[config.mk]
export PLATFORM = sky130hd
export DESIGN_NAME = uart_tx_fifo
export DESIGN_NICKNAME = d
export VERILOG_FILES = /design/src/rtl/uart_tx_fifo.sv
export SDC_FILE = /design/constraint.sdc
export NUM_CORES = 1
export LEC_CHECK = 0
export CAP_MARGIN = 10
export CORE_MARGIN = 3
export CORE_UTILIZATION = 55
export CTS_BUF_LIST = sky130_fd_sc_hd__clkbuf_16
export CTS_CLUSTER_DIAMETER = 80
export DETAILED_ROUTE_END_ITERATION = 8
export GPL_TIMING_DRIVEN = 0
export PLACE_DENSITY_LB_ADDON = 0.15
export REMOVE_ABC_BUFFERS = 1
export SLEW_MARGIN = 20
export SYNTH_ARGS = -nofsm -noshare
export SYNTH_HDL_FRONTEND = slang
export SYNTH_SLANG_ARGS = --single-unit
export TNS_END_PERCENT = 20
[constraint.sdc]
create_clock -name clk -period 2.9 [get_ports clk]
set_input_delay 0.58 -clock clk [delete_from_list [all_inputs] [get_ports clk]]
set_output_delay 0.58 -clock clk [all_outputs]
set_load 0.05 [all_outputs]
[src/rtl/uart_tx_fifo.sv]
// rtl/uart_tx_fifo.sv - FIFO-buffered 8N1 UART transmitter, LSB first
module uart_tx_fifo #(
   parameter int CLK_PER_BIT = 868,
   parameter int DEPTH_LOG2  = 4
) (
   input  logic                  clk,
   input  logic                  rst,
   input  logic                  send_valid,
   input  logic [7:0]            send_data,
   output logic                  full,
   output logic                  empty,
   output logic [DEPTH_LOG2:0]   count,
   output logic                  busy,
   output logic                  overflow,
   output logic                  txd
);

   localparam int DEPTH = 1 << DEPTH_LOG2;
   localparam int PW    = DEPTH_LOG2 + 1;
   localparam int CNT_W = $clog2(CLK_PER_BIT);
   localparam logic [CNT_W-1:0] BIT_LAST = CNT_W'(CLK_PER_BIT - 1);

   typedef enum logic [1:0] {IDLE, START, DATA, STOP} state_t;

   state_t              state_q, state_n;
   logic [7:0]          mem [DEPTH];
   logic [PW-1:0]       wr_ptr, rd_ptr, wr_ptr_n, rd_ptr_n;
   logic [CNT_W-1:0]    baud_cnt, baud_cnt_n;
   logic [2:0]          bit_idx, bit_idx_n;
   logic [7:0]          shift_q, shift_n;
   logic [7:0]          head;
   logic                txd_n;
   logic                push, pop, bit_end;

   // full is the pre-edge flag, so a write while full is dropped even if a pop coincides
   assign push     = send_valid & ~full;
   assign head     = mem[rd_ptr[DEPTH_LOG2-1:0]];
   assign bit_end  = (baud_cnt == BIT_LAST);
   assign wr_ptr_n = wr_ptr + PW'(push);
   assign rd_ptr_n = rd_ptr + PW'(pop);

   always_ff @(posedge clk) begin
      if (push)
         mem[wr_ptr[DEPTH_LOG2-1:0]] <= send_data;
   end

   always_ff @(posedge clk or posedge rst) begin
      if (rst) begin
         wr_ptr   <= '0;
         rd_ptr   <= '0;
         count    <= '0;
         full     <= 1'b0;
         empty    <= 1'b1;
         overflow <= 1'b0;
      end else begin
         wr_ptr <= wr_ptr_n;
         rd_ptr <= rd_ptr_n;
         count  <= wr_ptr_n - rd_ptr_n;
         full   <= (wr_ptr_n[PW-1] != rd_ptr_n[PW-1]) &&
                   (wr_ptr_n[DEPTH_LOG2-1:0] == rd_ptr_n[DEPTH_LOG2-1:0]);
         empty  <= (wr_ptr_n == rd_ptr_n);
         if (send_valid && full)
            overflow <= 1'b1;
      end
   end

   always_ff @(posedge clk or posedge rst) begin
      if (rst) begin
         state_q  <= IDLE;
         baud_cnt <= '0;
         bit_idx  <= '0;
         shift_q  <= '0;
         txd      <= 1'b1;
         busy     <= 1'b0;
      end else begin
         state_q  <= state_n;
         baud_cnt <= baud_cnt_n;
         bit_idx  <= bit_idx_n;
         shift_q  <= shift_n;
         txd      <= txd_n;
         busy     <= (state_n != IDLE);
      end
   end

   always_comb begin
      state_n    = state_q;
      baud_cnt_n = baud_cnt;
      bit_idx_n  = bit_idx;
      shift_n    = shift_q;
      txd_n      = txd;
      pop        = 1'b0;
      case (state_q)
         IDLE: begin
            txd_n = 1'b1;
            if (!empty) begin
               pop        = 1'b1;
               shift_n    = head;
               baud_cnt_n = '0;
               txd_n      = 1'b0;
               state_n    = START;
            end
         end
         START: begin
            if (bit_end) begin
               baud_cnt_n = '0;
               bit_idx_n  = '0;
               txd_n      = shift_q[0];
               state_n    = DATA;
            end else begin
               baud_cnt_n = baud_cnt + CNT_W'(1);
            end
         end
         DATA: begin
            if (bit_end) begin
               baud_cnt_n = '0;
               if (bit_idx == 3'd7) begin
                  txd_n   = 1'b1;
                  state_n = STOP;
               end else begin
                  shift_n   = shift_q >> 1;
                  txd_n     = shift_q[1];
                  bit_idx_n = bit_idx + 3'd1;
               end
            end else begin
               baud_cnt_n = baud_cnt + CNT_W'(1);
            end
         end
         STOP: begin
            if (bit_end) begin
               baud_cnt_n = '0;
               // chain straight into the next start bit when more data is queued
               if (!empty) begin
                  pop     = 1'b1;
                  shift_n = head;
                  txd_n   = 1'b0;
                  state_n = START;
               end else begin
                  state_n = IDLE;
               end
            end else begin
               baud_cnt_n = baud_cnt + CNT_W'(1);
            end
         end
         default: begin
            state_n = IDLE;
            txd_n   = 1'b1;
         end
      endcase
   end

endmodule

==> results of run 1 <==
==> registers in the layout, summed over array words and instances, names as in the netlist, 2 cells and up <==
register and cells:
mem 128, baud_cnt 10, shift_q 8, count 5, rd_ptr 5, wr_ptr 5
bit_idx 3, state_q 2
==> worst reg2reg max path, delay by kind of cell (launching register included) <==
family	cells	cell delay [ps]
compound gates	2	410
xor+xnor	3	460
fa+ha+maj	3	680
buf+inv	1	160
flops	1	430
simple gates	4	560
==> cell type report <==
class,count,area [um2],area share (%)
Timing Repair Buffer,40,388,4.52
Multi-Input combinational cell,245,2400,28.0
Tap cell,172,215,2.51
Clock buffer,17,425,4.96
Inverter,12,52.6,0.612
Clock inverter,15,163,1.90
Sequential cell,171,4930,57.5
==> per-layer routing <==
metal	vias to the layer above	global-route usage, %
li1	1827	-
met2	83	31.2
met5	-	0
met4	0	6.30
met3	14	4.90
met1	2056	27.4
==> what timing repair did <==
action / CTS / global route
gates resized for setup: 16 / 16
setup endpoints to repair: 3 / 3
pin swaps: 8 / 14
setup buffers: 10 / 8
==> Yosys cell counts (all sizes together) (2+ instances only) <==
| cell | count |
|---|---|
| a21o | 3 |
| a21oi | 20 |
| a22o | 6 |
| a22oi | 2 |
| and3 | 4 |
| buf | 12 |
| clkbuf | 10 |
| dfrtp | 41 |
| dfstp | 2 |
| edfxtp | 128 |
| ha | 12 |
| inv | 12 |
| maj3 | 2 |
| mux2i | 7 |
| mux4 | 40 |
| nand2 | 18 |
| nand2b | 5 |
| nand3 | 15 |
| nand3b | 2 |
| nor2 | 32 |
| nor2b | 3 |
| nor3 | 11 |
| nor3b | 2 |
| o21ai | 24 |
| xnor2 | 7 |
| xor2 | 10 |
==> report_power, final <==
part           internal, W  switching (W)  leakage (nW)
combinational     0.000447       0.000752          1.04
sequential         0.00293       0.000149          1.67
clock              0.00129       0.000958         0.293
total              0.00467        0.00186          3.00
==> cells by family (layout without fill, tap and decap cells) <==
group / Yosys count / in the layout / synth area share, %
flops: 171 / 171 / 67.1
fa+ha+maj: 14 / 14 / 2.34
simple gates: 101 / 101 / 7.30
buf+inv: 34 / 84 / 1.94
compound gates: 66 / 66 / 5.61
xor+xnor: 17 / 17 / 2.49
mux: 47 / 47 / 13.2
==> through the flow <==
stage               hold slack (ps)  setup TNS, ps  total power, W
global placement                437         -16910         0.00418
global route                    408           -136         0.00680
detailed placement              465          -2350         0.00425
CTS                             395              0         0.00652
finish                          406              0         0.00653
floorplan                       494          -1800         0.00387
==> worst max-delay path by stage <==
stage / cells after the start / slack, ps / from / to
after floorplan: 11 / -840 / rd_ptr[0] / count[4]
after global placement: 11 / -1620 / rd_ptr[0] / count[4]
after detailed placement: 11 / -600 / send_valid / count[4]
after CTS: 11 / 5 / send_valid / count[4]
after global routing: 12 / -80 / baud_cnt[2] / count[4]
final: 11 / 70 / send_valid / count[4]
==> flow_metrics.tcl, run 1 <==
set metrics [dict create \
    status "completed" \
    die_w_um 122 \
    critPathRequiredTime_ps 3200 \
    setup_viol 0 \
    vdd_drop_max_mv 0.621 \
    drtIter0Drc 288 \
    hold_violations 0 \
    hold_class "input port to asynchronous set/reset pin" \
    synth_cell_types 56 \
    met3_length_um 535 \
    leakagePower_nw 3.00 \
    grt_pass1_vias 3936 \
    die_h_um 122 \
    final_cells 672 \
    clock_skew_ps 10.3 \
    wirelength_mm 13.2 \
    avgSynthCellArea_um2 16.3 \
    synth_top_cell_by_area "edfxtp_1" \
    crit_family "adder cells" \
    crit_buf_inv 1 \
    r2r-end "count[4]" \
    syn2layout_area_growth_pct 17.0 \
    viasPerCell 5.92 \
    crit_type "input port to register" \
    path_cells "clkdlybuf4s50_1 > nor2b_2 > ha_1 > ha_2 > xnor2_2 > ha_4 > nor3_2 > a22oi_2 > nand3_2 > maj3_2 > xor2_1" \
    place_inst 622 \
    synthFlopType "edfxtp_1" \
    syn_inst 450 \
    async_flop_share_pct 25.1 \
    ant_nets 0 \
    final.min_clock_period_ps 2830 \
    dp_slack_ps -595 \
    crit_fanout 12 \
    synth_edf_count 128 \
    yosysWarnings 0 \
    setup_slack_ps 72.8 \
    synth-seq-cells 171 \
    cts_htree_levels 4 \
    grt_first_pass_wirelength_mm 21.6 \
    start_kind "input port" \
    hpwl_mm 8.49 \
    critPathMaxStageDelay_ps 470 \
    nets 510 \
    worstMarginPinSlew_ps 864 \
    final_common_cell "edfxtp_1" \
    cts_tree "yes" \
    cts_max_path_buffers 2 \
    route.detailed.drc 0 \
    firstDrtPassIters 4 \
    gp_congestion 0.874 \
    grt_start_max_net_pins 35 \
    hold_buffers 0 \
    clk_latency_ps 430 \
    grt_overflow_total 0 \
    fin_crit_sh_pct 97.5 \
    core_mm2 0.0128 \
    path_clk_slew_ps 60 \
    dieArea_mm2 0.0148 \
    synth.cell_area_mm2 0.00734 \
    highest-signal-layer "met4" \
    boundaryPins 21 \
    crit_arrival_ps 3130 \
    crit_slowest_cell "clkdlybuf4s50_1" \
    yosysSeqAreaShare_pct 67.1 \
    wl_met1_mm 5.87 \
    root_buffer "clkbuf_16" \
    antenna_cells 0 \
    cts_buffers 17 \
    most-common-layout-cells "128 x edfxtp_1, 40 x mux4_2, 34 x dfrtp_1" \
    final_layout_size_suffix_gt1_share_pct 27.0 \
    final_util_pct 66.9 \
    endpoint_kind "register" \
    final_cell_area_mm2 0.00858 \
    wire_per_inst_um 19.7 \
    wl_met2_mm 6.64 \
    initial_core_util_pct 57.2 \
    timing.rr.start "state_q[1]" \
    row_count 41 \
    max_slew_margin_pct 42.2 \
    rrSetupSlack_ps 80 \
    fill_cells 893 \
    cts.sinks 171 \
    clock.fmax_mhz 354 \
    antenna_found_initial 0 \
    maxCapViolations 0 \
    placed_cell_area_mm2 0.00772 \
    reg2reg_depth 13 \
    drv_slew 0 \
    rsz0062_at_grt "true" \
    grt_usage_pct 19.7 \
    port-buffer-count 20 \
    via_count 3980 \
    pwr_density_cell_mw_per_mm2 761 \
    yosys-top-cells-area "edfxtp_1 52%, dfrtp_1 14%, mux4_2 12%" \
    synth_top_cell_area_share_pct 52.4 \
]
(Power assumes the default switching activity.)
==> run 2: changes to the inputs <==
--- a/config.mk
+++ b/config.mk
@@ -5,7 +5,6 @@
 export SDC_FILE = /design/constraint.sdc
 export NUM_CORES = 1
 export LEC_CHECK = 0
-export CAP_MARGIN = 10
 export CORE_MARGIN = 3
 export CORE_UTILIZATION = 55
 export CTS_BUF_LIST = sky130_fd_sc_hd__clkbuf_16
@@ -14,6 +13,7 @@
 export GPL_TIMING_DRIVEN = 0
 export PLACE_DENSITY_LB_ADDON = 0.15
 export REMOVE_ABC_BUFFERS = 1
+export SKIP_CTS_REPAIR_TIMING = 1
 export SLEW_MARGIN = 20
 export SYNTH_ARGS = -nofsm -noshare
 export SYNTH_HDL_FRONTEND = slang
==> run 2 against run 1 <==
  * The flow now finishes with violations (setup timing)
  * Fmax shrank 3.3%
  * Non-clock buffer count shrank 4
  * Setup slack lost 97 ps
  * Global-route usage shrank 0.52 points
  * Sequential share of layout area grew 0.26 points
  * First-iteration DRC count shrank 4.5%
  * Register-to-register slack lost 100 ps
  * Flip-flop and latch count is the same
  * Largest cell class unchanged
==> flow_metrics.tcl, run 2 (synthesized netlist as in run 1, its figures left out) <==
set metrics [dict create \
    critPathRequiredTime_ps 3200 \
    initial_core_util_pct 57.2 \
    die_h_um 122 \
    setup_slack_ps -24.3 \
    p_total_w 0.00654 \
    cts_buffers 17 \
    antenna_cells 0 \
    cts_tree "yes" \
    endpoint_kind "register" \
    grt_busiest_layer "met2" \
    maxCapViolations 0 \
    firstDrtPassIters 4 \
    clock_skew_ps 10.8 \
    crit_type "register to register" \
    gp_congestion 0.874 \
    final_common_cell "edfxtp_1" \
    syn2layout_area_growth_pct 16.4 \
    wire_per_inst_um 19.7 \
    start_kind "register" \
    violations "setup timing" \
    use_met3_pct 4.90 \
    worstMarginPinSlew_ps 862 \
    leakagePower_nw 2.98 \
    final_util_pct 66.6 \
    row_count 41 \
    rsz0062_at_grt "true" \
    hpwl_mm 8.49 \
    final_layout_size_suffix_gt1_share_pct 25.8 \
    viasPerCell 5.83 \
    crit_fanout 7 \
    ant_nets 0 \
    root_buffer "clkbuf_16" \
    hold_violations 0 \
    drtIter0Drc 275 \
    grt_overflow_total 0 \
    core_mm2 0.0128 \
    pwr_density_cell_mw_per_mm2 765 \
    crit_arrival_ps 3230 \
    grt_util_met1_pct 26.9 \
    nets 506 \
    die_w_um 122 \
    route.detailed.drc 0 \
    met2_usage_pct 30.1 \
    clk_latency_ps 430 \
    via_count 3895 \
    boundaryPins 21 \
    setup_viol 1 \
    antenna_found_initial 0 \
    status "finished, violations left" \
    grt_pass1_vias 3853 \
    grt_usage_pct 19.2 \
    grt_first_pass_wirelength_mm 21.1 \
    final.min_clock_period_ps 2920 \
    cts_htree_levels 4 \
    cts.sinks 171 \
    largest_register_ffs 128 \
    drv_slew 0 \
    hold_class "input port to asynchronous set/reset pin" \
    vdd_drop_max_mv 0.621 \
    path_clk_slew_ps 60 \
    fin_crit_sh_pct 101 \
    cts_max_path_buffers 2 \
    wirelength_mm 13.2 \
    most-common-layout-cells "128 x edfxtp_1, 40 x mux4_2, 34 x dfrtp_1" \
    whs_ps 404 \
    grt_start_max_net_pins 35 \
    port-buffer-count 20 \
    max_slew_margin_pct 42.3 \
    clock.fmax_mhz 342 \
    dieArea_mm2 0.0148 \
]
run 2: worst paths after layout:
path | from | endpoint | slack, ps | cells after the start
setup / recovery | state_q[1] | count[4] | -20 | 13
hold / removal | rst | shift_q[3] | 400 | 2
setup reg to reg | state_q[1] | count[4] | -20 | 13
hold reg to reg | overflow | overflow | 470 | 1
max in group asynchronous | rst | empty | 1960 | 3
min in group clk | overflow | overflow | 470 | 1
run 2: critical path, stage by stage, from the launching register on:
cell,delay (ps)
dfrtp_2,460
inv_4,100
ha_4,220
nor3b_4,240
and4b_4,300
a21oi_4,60
xnor2_4,170
xnor2_2,220
ha_4,210
nor3_2,40
a22oi_1,200
nand3_1,130
maj3_2,320
xor2_1,140
run 2: report_power, final:
part           switching [W]  internal (W)
registers           0.000151       0.00293
clock network       0.000957       0.00129
logic               0.000748      0.000460
total                0.00185       0.00468
run 2: stage by stage:
step / worst slack (ps) / area, um2 / TNS (ps) / instances
after floorplan: -844 / 7240 / -1800 / 428
after global placement: -1620 / 7650 / -16910 / 620
after detailed placement: -595 / 7720 / -2350 / 622
after CTS: -487 / 8310 / -589 / 654
after global routing: -183 / 8540 / -306 / 668
final: -24.3 / 8540 / -24.3 / 668
run 2: final cells by class:
class	instances	area, um2
well taps	172	215
inverters	12	50.0
clock buffers	17	425
fillers	899	4280
flip-flops and latches	171	4930
multi-input cells	245	2400
clock inverters	15	163
repair buffers	36	358
run 2: metal layers:
metal  part of all wire, %  routed length [um]  vias up
li1                      -                   -     1809
met2                    49                6470       84
met4                   1.5                 195        0
met1                    44                5820     1986
met3                   5.2                 679       16
met5                     0                   0        -
